--- config.mk ---
export PLATFORM = sky130hd
export DESIGN_NAME = look
export DESIGN_NICKNAME = d
export VERILOG_FILES = /design/src/rtl/look.sv
export SDC_FILE = /design/constraint.sdc
export NUM_CORES = 1
export LEC_CHECK = 0
export CAP_MARGIN = 40
export CORE_AREA = 2 2 39 41
export DETAILED_ROUTE_END_ITERATION = 10
export DIE_AREA = 0 0 41 43
export PLACE_DENSITY = 0.4
export SYNTH_ARGS = -nofsm -noshare
export SYNTH_HDL_FRONTEND = slang
export SYNTH_SLANG_ARGS = --single-unit
export TNS_END_PERCENT = 30
--- constraint.sdc ---
create_clock -name clk -period 2.9 [get_ports clk]
set_clock_uncertainty 0.1 [all_clocks]
set_input_delay 0.435 -clock clk [delete_from_list [all_inputs] [get_ports clk]]
set_output_delay 0.435 -clock clk [all_outputs]
set_load 0.02 [all_outputs]
--- src/rtl/look.sv ---
// Pong pixel colour generator: registers the five object-region flags, then
// registers the prioritised 1-bit-per-channel RGB colour (two-cycle latency).
module look #(
  parameter logic [2:0] COLOR_BG   = 3'b000,
  parameter logic [2:0] COLOR_IW   = 3'b110,
  parameter logic [2:0] COLOR_WALL = 3'b010,
  parameter logic [2:0] COLOR_PAD2 = 3'b001,
  parameter logic [2:0] COLOR_PAD1 = 3'b100,
  parameter logic [2:0] COLOR_BALL = 3'b111,
  parameter logic [2:0] COLOR_HIT  = 3'b101
) (
  input  logic clk,
  input  logic rst_n,
  input  logic BRPad1,
  input  logic BRPad2,
  input  logic BRBall,
  input  logic BRWall,
  input  logic BRIW,
  output logic vga_red,
  output logic vga_green,
  output logic vga_blue
);

  // Stage-1 vector layout: {pad1, pad2, ball, wall, iw}
  logic [4:0] flags_d, flags_q;
  logic [2:0] rgb_d, rgb_q;
  logic       hit;

  always_comb begin
    flags_d = {BRPad1, BRPad2, BRBall, BRWall, BRIW};
  end

  // NOTE: every signal gets a default before the priority chain so no latch is inferred.
  always_comb begin
    rgb_d = COLOR_BG;
    hit   = flags_q[2] & (flags_q[4] | flags_q[3] | flags_q[1]);
    if (hit)             rgb_d = COLOR_HIT;
    else if (flags_q[2]) rgb_d = COLOR_BALL;
    else if (flags_q[4]) rgb_d = COLOR_PAD1;
    else if (flags_q[3]) rgb_d = COLOR_PAD2;
    else if (flags_q[1]) rgb_d = COLOR_WALL;
    else if (flags_q[0]) rgb_d = COLOR_IW;
  end

  // NOTE: non-blocking assignments so both stages sample pre-edge values together.
  always_ff @(posedge clk) begin
    if (!rst_n) begin
      flags_q <= '0;
      rgb_q   <= '0;
    end else begin
      flags_q <= flags_d;
      rgb_q   <= rgb_d;
    end
  end

  assign {vga_red, vga_green, vga_blue} = rgb_q;

endmodule

# ---- Word level (Yosys, flattened, before mapping)
# Index checks and enable logic that the tools add are counted.
dict set report totals {
  ff_bits 8
  out_inout_bits 3
  input_bits 7
}
dict set report op_classes {
  n_mux 6
  bitwise_logic 4
  n_reduce_logical 1
}
# operator n
set ops {}
lappend ops {{$mux W3} 6}
lappend ops {{$or A1 B1 Y1} 2}
lappend ops {{$reduce_or A2 Y1} 1}
lappend ops {{$and A1 B1 Y1} 1}
lappend ops {{$not A1 Y1} 1}

# ---- Depth between registers and ports, before layout
# Gate-level depths: netlist of the first run.
dict set report logic_depth {
  word_depth 6
  ltp_mapped 2
  depth_no_buf 2
}

# ---- Worst setup path before layout of the first run
# OpenSTA, ideal clock, no wires.
dict set report synth_timing {
  path_type {input to register}
  start {input rst_n}
  end {register rgb_q[1]}
  slack_ns 1.919
  arrival_time_ns 0.777
  t_required_ns 2.697
  n_path_buf 0
  stages 2
  path_cell_list {nand2b_1 -> a2111oi_2}
}
dict set report synth_between {
  elab_chain_cells 2
}
# element line
set synth_rtl {}
lappend synth_rtl {{start: declaration} 13} ;# input logic rst_n,
lappend synth_rtl {{$not A1 Y1 (no source line)} --}
lappend synth_rtl {{$reduce_or A2 Y1 (no source line)} --}
lappend synth_rtl {{end signal: assignment} 52} ;# rgb_q <= rgb_d;
lappend synth_rtl {{end: declaration} 26} ;# logic [2:0] rgb_d, rgb_q;
# Every way passes these cells.
# A chain may end at the register's enable or synchronous reset.

# ---- Final worst setup path of the first run
dict set report layout_timing {
  start {register rgb_q[1]}
  end {output vga_green}
}
# element line
set layout_lines {}
lappend layout_lines {{end: declaration} 20} ;# output logic vga_green,
# No word-level cell between the ends.

==> results of run 1 <==
==> area by class of cell <==
type	count	area [µm²]
clock buffers	3	22.5
fillers	153	998
multi-input cells	12	92.6
flip-flops and latches	8	160
well taps	16	20.0
repair buffers	9	90.1
==> synth_stat cells <==
cell type,n,area share [%]
a2111oi_2,1,5.9
and2_1,1,2.5
and2_2,4,12
dfxtp_1,8,63
nand2b_1,1,2.5
nor2b_1,1,2.5
nor3_1,1,2.0
nor3b_1,1,3.0
o21a_1,1,3.0
o31a_1,1,3.5
==> kinds of logic (layout without fill, tap and decap cells) <==
| group | Yosys count | count (layout) | synth area share (%) |
|---|---|---|---|
| AO/OA/AOI/OAI | 3 | 3 | 12.4 |
| buffers and inverters | 0 | 12 | 0 |
| flip-flops | 8 | 8 | 63.4 |
| AND/OR/NAND/NOR | 9 | 9 | 24.3 |
==> worst register-to-register path, stage by stage, from the launching register on <==
cell and delay [ns]:
dfxtp_1 0.31, nand2b_1 0.15, a2111oi_2 0.32
==> how the worst max path moves through the flow <==
stage	from	endpoint	slack, ns	cells past startpoint
after global placement	rst_n	rgb_q[1]	1.23	3
after floorplan	rst_n	rgb_q[1]	1.92	2
after global routing	rgb_q[0]	vga_blue	1.18	1
after detailed placement	rst_n	rgb_q[1]	1.20	3
final	rgb_q[1]	vga_green	1.23	1
after CTS	rgb_q[1]	vga_green	1.20	1
==> registers in the layout, indices dropped and copies added (netlist names) <==
| signal | count |
|---|---|
| rgb_q | 3 |
| flags_q | 5 |
==> layer usage <==
metal / share of wire (%) / wire (µm) / vias to the layer above / GRT usage, %
met4: 0 / 0 / 0 / 10.0
met2: 51 / 203 / 9 / 9.06
met3: 12 / 49 / 0 / 4.71
met1: 36 / 144 / 79 / 5.21
li1: - / - / 93 / -
met5: 0 / 0 / - / 0
==> stage by stage <==
step           cell area (µm²)  utilization [%]  hold slack [ns]  cells  power [W]
2_1_floorplan              253                -            0.332     20   0.000134
3_3_place_gp               363             26.2            0.361     45   0.000149
3_5_place_dp               363             26.2            0.365     45   0.000149
4_1_cts                    385             27.8            0.363     48   0.000233
5_1_grt                    385             27.8            0.379     48   0.000241
6_report                   385             27.8            0.362     48   0.000228
==> power groups by stage <==
stage,clock network [W],logic (W),registers [W]
floorplan,0,0.00000784,0.000126
global placement,0,0.0000262,0.000123
detailed placement,0,0.0000265,0.000123
CTS,0.0000864,0.0000265,0.000121
global route,0.0000913,0.0000284,0.000121
finish,0.0000812,0.0000259,0.000120
==> summary.md, run 1 <==
| Metric | Value |
|---|---|
| Run status | completed |
| Drt total wl | between 300 and 400 µm |
| # rows | 14 |
| Endpoints failing setup | 0 |
| Initial core utilization | 18.3% |
| P_int | 0.000181 W |
| Chip Width | 41 µm |
| Most frequent cells in the layout | clkdlybuf4s50_1, dfxtp_1, and2_2 |
| Max Clk Rate | roughly 600 MHz |
| R2R Setup Slk | between 1.5 and 2 ns |
| Share of total power in the clock network | about 36% |
| GRT Util Overall | 6.96% |
| Pre-CTS setup slack | 1.20 ns |
| Drc violations | 0 |
| Mapped cell area | 253 µm² |
| Total setup buffers inserted after CTS | 0 |
| Hold/Removal Path Class | register to register |
| Max-slew violations | 0 |
| Startpoint types | register |
| Setup ws final | 1.23 ns |
| Crit path max fanout | 1 |
| H-tree depth | 1 |
| Worst-skew pair later-pin latency | 0.25 ns |
| Synth Register Bits | 8 |
| # IOs | 10 |
| Register area share after synthesis | 63.4% |
| GPL Wtd Cong | 0.676 |
| Final hold viol count | 0 |
| Yosys Warn Count | 0 |
| Max_slew headroom | 83.4% |
| CTS root buf | clkbuf_4 |
| End point of the worst hold path | rgb_q[1] |
| Vias in the first global route | between 150 and 200 |
| Layout cell share with drive strength beyond 1 | 25.0% |
| Comb power frac | 11.4% |
| Number of distinct library cells after synthesis | 10 |
| VDD IR max | 204 µV |
| P_sw | 0.0000464 W |
| Fin nets | 41 |
| Drt first-iter violations | 0 |
| Slowest stage delay, CP | 0.59 ns |
| Largest net degree at the start of global routing | 9 |
| Via count | ~180 |
| Worst Setup End Kind | output port |
| Fin crit share | 57.8% |
| Syn Area/Cell | 12.6 µm² |
| First-pass GRT wire length | 690 µm |
| CTS resizes | 0 |
| Core ar. | 1380 µm² |
| Cells after Synth | 20 |
| WP buf/inv | 1 |
| Critical Path RT | 2.37 ns |
| Reg2reg path depth | 2 |
| Initial antenna violation count | 0 |
| Syn nets | 27 |
| Slew at the pin closest to its max-slew limit | 0.249 ns |
| CP Class | register to output port |
| Die ar. | 1760 µm² |
| Die H | between 40 and 50 µm |
| Hold buffer count at cts | 0 |
| Max-Cap Viols | 0 |
| Critical Path AT | around 1.1 ns |
| Area grow syn2layout | 52.5% |
| Total grt overflow | 0 |
| Crit path cell chain | clkdlybuf4s50_1 |
| Ant. Diodes | 0 |
| Clock tree from TritonCTS | yes |
| CTS sink count | 8 |
| Worst Hold Path Cells | 1 |
| Final ANT Viol Nets | 0 |
| TritonRoute pass-1 iters | 1 |
| PD cells | 590 nW/µm² |
| RSZ-0062 raised after global routing | false |
| Fin crit period | around 1.7 ns |
| Min-delay src | flags_q[4] |
| Vias/cell | 3.77 |
| CTS buffer count | 3 |
| WL per Instance | 8.25 µm |
| CP top delay family | buffers and inverters |
| Setup TNS | 0 ns |
| Reg-to-Reg End | rgb_q[1] |
| Pleak | about 0.15 nW |
| Commonest non-fill, non-tap cell in the layout | clkdlybuf4s50_1 |
| Maximum root-to-sink buffer count | 2 |
| Sw Ratio | 20.4% |
| Clk slew on worst S/H paths | 0.05 ns |
| Worst r2r src | flags_q[3] |
| IO buf count | 9 |
| Worst path slowest cell | clkdlybuf4s50_1 |
| Reg power frac | 52.9% |
Power figures use the tool's default switching activity.
==> run 2: changes to the inputs <==
- PLACE_DENSITY: 0.4 -> 0.42
- clock period: 2.9 -> 1.53 ns (I/O delays scaled with it)
==> summary.md, run 2 (synthesized netlist as in run 1, its figures left out) <==
| Metric | Value |
|---|---|
| Initial antenna violation count | 0 |
| Total grt overflow | 0 |
| CP Class | register to output port |
| Largest net degree at the start of global routing | 8 |
| Vias/cell | 3.84 |
| Setup TNS | 0 ns |
| Worst Hold Path Cells | 1 |
| Fin crit period | 1.47 ns |
| Reg2reg path depth | 2 |
| Max-slew violations | 0 |
| IO buf count | 9 |
| # rows | 14 |
| Critical Path AT | around 1.1 ns |
| Worst-skew pair later-pin latency | about 0.25 ns |
| Dpl hpwl | 312 µm |
| Maximum root-to-sink buffer count | 2 |
| Drt first-iter violations | 3 |
| PD cells | around 1100 nW/µm² |
| Reg-to-Reg End | rgb_q[1] |
| Startpoint types | register |
| Max_slew headroom | 84.3% |
| Max-Cap Viols | 0 |
| Max reg flops | 5 |
| Vias in the first global route | 195 |
| Hold/Removal Path Class | register to register |
| Most frequent cells in the layout | clkdlybuf4s50_1, dfxtp_1, and2_2 |
| RSZ-0062 raised after global routing | false |
| Total setup buffers inserted after CTS | 0 |
| GRT Util Overall | 6.75% |
| Fillers | 158 |
| Commonest non-fill, non-tap cell in the layout | clkdlybuf4s50_1 |
| Clock tree from TritonCTS | yes |
| End point of the worst hold path | rgb_q[1] |
| Regs by FF count | flags_q: 5 flops, rgb_q: 3 flops |
| CTS resizes | 0 |
| Multi-input gate area | 92.6 µm² |
| Via count | ~190 |
| Critical Path RT | ~1.2 ns |
| # IOs | 10 |
| VDD IR max | 343 µV |
| Drt total wl | 435 µm |
| Worst r2r src | flags_q[3] |
| Core ar. | 1380 µm² |
| Die ar. | 1760 µm² |
| Fin nets | 42 |
| GPL Wtd Cong | roughly 0.77 |
| Chip Width | 41 µm |
| Pleak | 0.150 nW |
| Top reg by flops | flags_q |
| R2R Setup Slk | between 0.5 and 0.6 ns |
| CP top delay family | buffers and inverters |
| Slowest stage delay, CP | 0.59 ns |
| Storage element area | 160 µm² |
| Run status | completed |
| Final hold viol count | 0 |
| WL per Instance | 8.88 µm |
| Die H | 43 µm |
| Max Clk Rate | 681 MHz |
| Worst path slowest cell | clkdlybuf4s50_1 |
| Clk slew on worst S/H paths | 0.05 ns |
| Crit path cell chain | clkdlybuf4s50_1 |
| CTS root buf | clkbuf_4 |
| CTS sink count | 8 |
| TritonRoute pass-1 iters | 2 |
| Layout cell share with drive strength beyond 1 | 27.3% |
| Endpoints failing setup | 0 |
| Stages on worst setup path | 1 |
| Slew at the pin closest to its max-slew limit | 0.235 ns |
| Core Util, Final | between 20% and 30% |
| Area grow syn2layout | 55.4% |
| Min-delay src | flags_q[4] |
| Ant. Diodes | 0 |
| CTS buffer count | 3 |
| H-tree depth | 1 |
| Fin crit share | 96.0% |
| Worst Setup End Kind | output port |
| First-pass GRT wire length | 745 µm |
| Drc violations | 0 |
| WP buf/inv | 1 |
| Hold buffer count at cts | 0 |
| Crit path max fanout | 1 |
| Initial core utilization | 18.3% |
| Final ANT Viol Nets | 0 |
==> run 2: power by group <==
group,switching (W),internal [W]
Sequential,0.00000705,0.000221
Combinational,0.0000171,0.0000346
Clock,0.0000665,0.0000894
Total,0.0000906,0.000345
==> run 2: through the flow <==
stage / instances / power [W] / worst slack, ns / hold slack [ns] / instance area (µm²)
2_1_floorplan: 20 / 0.000253 / 0.603 / 0.247 / 253
3_3_place_gp: 46 / 0.000284 / 0.248 / 0.354 / 370
3_5_place_dp: 46 / 0.000285 / 0.222 / 0.354 / 370
4_1_cts: 49 / 0.000446 / 0.0442 / 0.360 / 393
5_1_grt: 49 / 0.000464 / 0.0162 / 0.373 / 393
6_report: 49 / 0.000436 / 0.0616 / 0.358 / 393
==> run 2: layout make-up <==
type	instances	share of cell area, %
clock buffers	3	5.73
multi-input cells	12	23.6
flip-flops and latches	8	40.8
well taps	16	5.10
repair buffers	10	24.8
==> run 2: worst max-delay path by stage <==
stage / slack [ns] / endpoint / from
2_1_floorplan: 0.60 / rgb_q[1] / flags_q[3]
3_3_place_gp: 0.25 / rgb_q[1] / rst_n
3_5_place_dp: 0.22 / rgb_q[1] / rst_n
4_1_cts: 0.04 / vga_green / rgb_q[1]
5_1_grt: 0.02 / vga_green / rgb_q[1]
6_report: 0.06 / vga_red / rgb_q[2]
==> run 2: routing by layer <==
metal,vias to the layer above,GRT usage [%],share of wire [%]
met4,0,8.00,0
met2,7,7.81,45
met5,-,0,0
li1,95,-,-
met1,86,7.82,46
met3,0,3.14,9.0
==> run 3: changes to the inputs <==
- ABC_CLOCK_PERIOD_IN_PS: not set -> 1530
- SKIP_CTS_REPAIR_TIMING: not set -> 1
==> results of run 3 <==
Same layout as run 2: the final DEF is identical, and so are final timing and power.
